==> config.mk <==
export PLATFORM = sky130hd
export DESIGN_NAME = sorted_display
export DESIGN_NICKNAME = d
export VERILOG_FILES = /design/src/rtl/sorted_display.sv
export SDC_FILE = /design/constraint.sdc
export NUM_CORES = 1
export LEC_CHECK = 0
export CAP_MARGIN = 20
export CORE_MARGIN = 4
export CORE_UTILIZATION = 40
export DETAILED_ROUTE_END_ITERATION = 12
export GPL_ROUTABILITY_DRIVEN = 0
export MAX_ROUTING_LAYER = met4
export PLACE_DENSITY = 0.64
export SKIP_LAST_GASP = 1
export SLEW_MARGIN = 10
export SYNTH_ARGS = -nofsm -noshare
export SYNTH_HDL_FRONTEND = slang
export SYNTH_SLANG_ARGS = --single-unit
export TNS_END_PERCENT = 5
==> constraint.sdc <==
create_clock -name clk -period 2.05 [get_ports clk]
set_input_delay 0.41 -clock clk [delete_from_list [all_inputs] [get_ports clk]]
set_output_delay 0.41 -clock clk [all_outputs]
set_load 0.005 [all_outputs]
==> src/rtl/sorted_display.sv <==
// rtl/sorted_display.sv - captures sorted nibbles on start_display rise and scans them on a 4-digit 7-seg display
// Optional blink-on-new-data behaviour is enabled by defining NEW_DATA_BLINK_EN.
module sorted_display #(
  parameter int REFRESH_DIV = 50000,
  parameter int BLINK_HALF  = 8
) (
  input  logic       clk,
  input  logic       rst,
  input  logic       start_display,
  input  logic [3:0] sorted_num0,
  input  logic [3:0] sorted_num1,
  input  logic [3:0] sorted_num2,
  input  logic [3:0] sorted_num3,
  output logic [3:0] an,
  output logic [6:0] seg,
  output logic       dp,
  output logic       loaded
);

  localparam int DW = $clog2(REFRESH_DIV);

  typedef enum logic [1:0] {IDLE, SHOW, BLINK} state_t;

  state_t        state;
  logic          start_q;
  logic [3:0]    d0, d1, d2, d3;
  logic [DW-1:0] div;
  logic [1:0]    idx;
  logic          cap;
  logic          wrap;
  logic          blank;
  logic [3:0]    cur_an;
  logic [3:0]    cur_val;

  if (REFRESH_DIV < 2 || BLINK_HALF < 1) begin : g_illegal_params
  end

  function automatic logic [6:0] hex7(input logic [3:0] v);
    case (v)
      4'h0: hex7 = 7'b1000000;
      4'h1: hex7 = 7'b1111001;
      4'h2: hex7 = 7'b0100100;
      4'h3: hex7 = 7'b0110000;
      4'h4: hex7 = 7'b0011001;
      4'h5: hex7 = 7'b0010010;
      4'h6: hex7 = 7'b0000010;
      4'h7: hex7 = 7'b1111000;
      4'h8: hex7 = 7'b0000000;
      4'h9: hex7 = 7'b0010000;
      4'hA: hex7 = 7'b0001000;
      4'hB: hex7 = 7'b0000011;
      4'hC: hex7 = 7'b1000110;
      4'hD: hex7 = 7'b0100001;
      4'hE: hex7 = 7'b0000110;
      default: hex7 = 7'b0001110;
    endcase
  endfunction

  assign cap  = start_display & ~start_q;
  assign wrap = (div == DW'(REFRESH_DIV - 1));
  assign dp   = 1'b1;

  // Leftmost digit (an[3]) shows the smallest value.
  always_comb begin
    cur_an  = 4'b1110;
    cur_val = d3;
    case (idx)
      2'd0: begin cur_an = 4'b1110; cur_val = d3; end
      2'd1: begin cur_an = 4'b1101; cur_val = d2; end
      2'd2: begin cur_an = 4'b1011; cur_val = d1; end
      default: begin cur_an = 4'b0111; cur_val = d0; end
    endcase
  end

`ifdef NEW_DATA_BLINK_EN
  localparam int BW = $clog2(BLINK_HALF + 1);
  logic [BW-1:0] rounds;
  logic [1:0]    half;
  // Even half-periods of a blink are dark, odd ones scan normally.
  assign blank = (state == IDLE) || ((state == BLINK) && !half[0]);
`else
  assign blank = (state == IDLE);
`endif

  always_ff @(posedge clk) begin
    if (rst) begin
      state   <= IDLE;
      start_q <= 1'b0;
      d0      <= 4'h0;
      d1      <= 4'h0;
      d2      <= 4'h0;
      d3      <= 4'h0;
      div     <= '0;
      idx     <= 2'd0;
      an      <= 4'hF;
      seg     <= 7'h7F;
      loaded  <= 1'b0;
`ifdef NEW_DATA_BLINK_EN
      rounds  <= '0;
      half    <= 2'd0;
`endif
    end else begin
      start_q <= start_display;
      loaded  <= cap;
      if (cap) begin
        d0 <= sorted_num0;
        d1 <= sorted_num1;
        d2 <= sorted_num2;
        d3 <= sorted_num3;
      end
      // Free-running scan: a capture never disturbs the slot timing.
      div <= wrap ? '0 : div + 1'b1;
      if (wrap) idx <= idx + 2'd1;
      an  <= blank ? 4'hF : cur_an;
      seg <= blank ? 7'h7F : hex7(cur_val);
`ifdef NEW_DATA_BLINK_EN
      if (cap) begin
        state  <= BLINK;
        rounds <= '0;
        half   <= 2'd0;
      end else if ((state == BLINK) && wrap && (idx == 2'd3)) begin
        if (rounds == BW'(BLINK_HALF - 1)) begin
          rounds <= '0;
          half   <= half + 2'd1;
          if (half == 2'd3) state <= SHOW;
        end else begin
          rounds <= rounds + 1'b1;
        end
      end
`else
      if (cap) state <= SHOW;
`endif
    end
  end

endmodule

==> results of run 1 <==
placed cells by master, fill, tap and decap left out, types with 2 or more instances in the layout:
cell / instances
mux2i_1: 5
o21ai_1: 3
clkdlybuf4s50_1: 30
nor2b_1: 6
clkbuf_8: 6
nand2b_1: 4
a222oi_1: 4
o221ai_1: 2
nand3_1: 8
ha_1: 8
nand2_1: 43
nand4_1: 3
a31oi_1: 3
a21oi_2: 2
xnor2_1: 6
nor2_1: 26
buf_4: 18
a21oi_1: 20
ha_2: 3
dfxtp_1: 46
clkinv_2: 2
inv_1: 8
nor4_1: 2
xor2_1: 9
dfxtp_2: 2
per-stage QoR:
step / util / hold slack, ns / instance area (µm²) / cells / total power, µW
after global routing: 0.544 / 0.479 / 2660 / 351 / 1850
after floorplan: - / 0.414 / 2070 / 238 / 1110
after global placement: 0.516 / 0.441 / 2520 / 340 / 1210
after CTS: 0.539 / 0.461 / 2630 / 349 / 1780
after detailed placement: 0.516 / 0.441 / 2520 / 340 / 1210
final: 0.544 / 0.458 / 2660 / 351 / 1760
final timing paths:
check	start	to	slack, ns	depth (start not counted)
worst max-delay path	idx[0]$_SDFFE_PP0N_	seg[3]$_SDFF_PP1_	0.08	11
worst min-delay path	start_q$_SDFF_PP0_	loaded$_SDFF_PP0_	0.46	1
worst max register to register	idx[0]$_SDFFE_PP0N_	seg[3]$_SDFF_PP1_	0.08	11
worst min register to register	start_q$_SDFF_PP0_	loaded$_SDFF_PP0_	0.46	1
report_power, final:
part,internal [µW],total [µW],switching [µW],leakage (µW)
sequential,969,988,19.0,0.000393
combinational,110,206,95.8,0.000602
clock,269,565,296,0.0000510
what timing repair did:
item                       4_1_cts  5_1_grt
gates resized for setup          4        6
gates cloned                     0        1
setup buffers                    1        1
pin swaps                        2        7
setup endpoints to repair        6        7
routing by layer:
| layer | GRT usage | part of all wire | vias to the layer above |
|---|---|---|---|
| met2 | 0.237 | 0.48 | 39 |
| met5 | - | 0 | - |
| met1 | 0.178 | 0.46 | 797 |
| met3 | 0.0395 | 0.052 | 6 |
| met4 | 0.0507 | 0.016 | 0 |
| li1 | - | - | 889 |
worst reg2reg max path: cells and delay by family, from the launching register on:
family                     cells  cell delay (ns)
and+or+nand+nor                2             0.16
buffers and inverters          3             0.22
adders and majority gates      2             0.41
DFF                            1             0.35
AOI/OAI and AO/OA              4             0.70
flip-flops by register name (all words and copies together) (netlist names), 2 cells and up:
name,count
an,4
d0,4
d2,4
div,16
d3,4
idx,2
seg,7
d1,4
final cells by class:
class | instances | share of cell area
timing repair buffer | 48 | 0.164
sequential | 48 | 0.363
clock buffer | 6 | 0.0311
tap | 67 | 0.0316
clock inverter | 2 | 0.00377
multi-input combinational | 171 | 0.394
inverter | 9 | 0.0127
Yosys cell counts (2+ instances only):
master | n | area (µm²)
a21oi_1 | 21 | 105
o221ai_1 | 2 | 17.5
xor2_1 | 9 | 78.8
inv_1 | 9 | 33.8
nor2b_1 | 6 | 37.5
dfxtp_1 | 48 | 961
o21ai_1 | 3 | 15.0
ha_1 | 11 | 138
a31oi_1 | 3 | 18.8
mux2i_1 | 5 | 50.1
buf_2 | 2 | 10.0
nand2_1 | 43 | 161
nor2_1 | 26 | 97.6
nand2b_1 | 4 | 25.0
nand4_1 | 3 | 18.8
nor4_1 | 2 | 12.5
clkbuf_1 | 7 | 26.3
a222oi_1 | 4 | 40.0
nand3_1 | 8 | 40.0
xnor2_1 | 6 | 52.6
cells by family (layout without fill, tap and decap cells):
family          Yosys count  in the layout
simple gates            100            100
flops                    48             48
compound gates           37             38
buf+inv                  20             65
xor+xnor                 15             15
fa+ha+maj                11             11
mux                       6              6
other cells               1              1
==> out/results.txt, run 1 <==
Status: completed
Row count: 25
Fin crit period: 1.97 ns
Clock sink count: 48
EDFF count, synth: 0
Critical Path RT: 2.22 ns
Antenna-violating nets left: 0
Starting density of the core: 0.424
1st-pass router iterations: 6
Clock root buffer: clkbuf_8
Worst-case clock skew: 0.00595 ns
Setup_tns: 0 ns
Yosys reg bits: 48
Layout fillers: 466
I/O Buffers: 30
Post-DP HPWL: 3180 µm
Num ports: 32
Core area: 4880 µm²
Final Net Count: 313
Largest family of logic cells by synthesized area: simple AND/OR/NAND/NOR gates
Critical path, cell by cell: inv_1 -> ha_2 -> a222oi_1 -> nand2_1 -> o21ai_2 -> inv_2 -> ha_1 -> inv_1 -> nor2_1 -> a21oi_1 -> a31oi_1
FFs w/ async S/R, synth: 0
Post-synthesis adder-cell area fraction: 0.0665
Setup CP Type: register to register
Register area share after synthesis: 0.464
Worst VDD drop: 0.288 mV
First-pass GRT wire length: 7180 µm
CTS Buf Count: 5
Top delay family on crit path: compound AO/OA/AOI/OAI gates
Initial antenna violation count: 0
Vias: 1731
Sequential cell area: 963 µm²
Crit Path Max Fanout: 4
Buf/Inv on CP: 3
PwrDens: 662 nW/µm²
Die Height: 80.0 µm
Number of global-route vias before repair: 1582
Fin crit share: 0.962
Multi-input logic area: 1050 µm²
Critical Path AT: 2.15 ns
Main synth FF type: dfxtp_1
XOR/XNOR share of the synthesized area: 0.0634
Largest net degree at the start of global routing: 22
Cell mode on critical path: inv_1
Pre-CTS WS: -0.110 ns
Fmax: 0.507 GHz
Worst Hold Class: register to register
Max-cap violations: 0
Syn_nets: 268
Post-CTS Hold Buffers: 0
Compound-gate portion of the synthesized area: 0.112
Avg WL per Cell: 12.4 µm
Worst Setup End Kind: register
Die Wd: 80.0 µm
Largest stage delay, worst path: 0.37 ns
Avg Inst Size Synth: 8.70 µm²
Synth Cell Area: 2070 µm²
Mapped Cells: 238
Multiplexer share of the synthesized area: 0.0314
Slowest CP cell: a222oi_1
Clock transition at the registers of the reported paths: 0.08 ns
Clock Latency Late Sink: 0.30 ns
CTS tree: built
Diode count: 0
Setup ws final: 0.0777 ns
Share of layout cells above drive strength 1: 0.130
Total count of max-transition violations in the final report: 0
Total grt overflow: 0
Static Leakage: 0.00105 µW
Max H-tree Level: 2
Synthesis-to-finish area growth: 28.3%
Initial detailed-routing violation count: 140
Via/cell ratio: 4.93
RSZ-0062 raised after global routing: yes
CTS Buffer Depth: 2
Final hold vios: 0
Setup violations, final: 0
GRT Util Overall: 0.147
Die ar.: 6390 µm²
Total wire length: 4370 µm
Synth warn: 0
Critical Path Source Type: register
Simple-gate share of the synthesized area: 0.218
Library cells used by synthesis: 36
DRC viols: 0
No activity file was read; power rests on OpenSTA's default activity.
==> run 2, diff against run 1 <==
Settings changed: CTS_CLUSTER_DIAMETER from default to 60.
==> results of run 2 <==
Same layout as run 1: the final DEF is identical, and so are final timing and power.
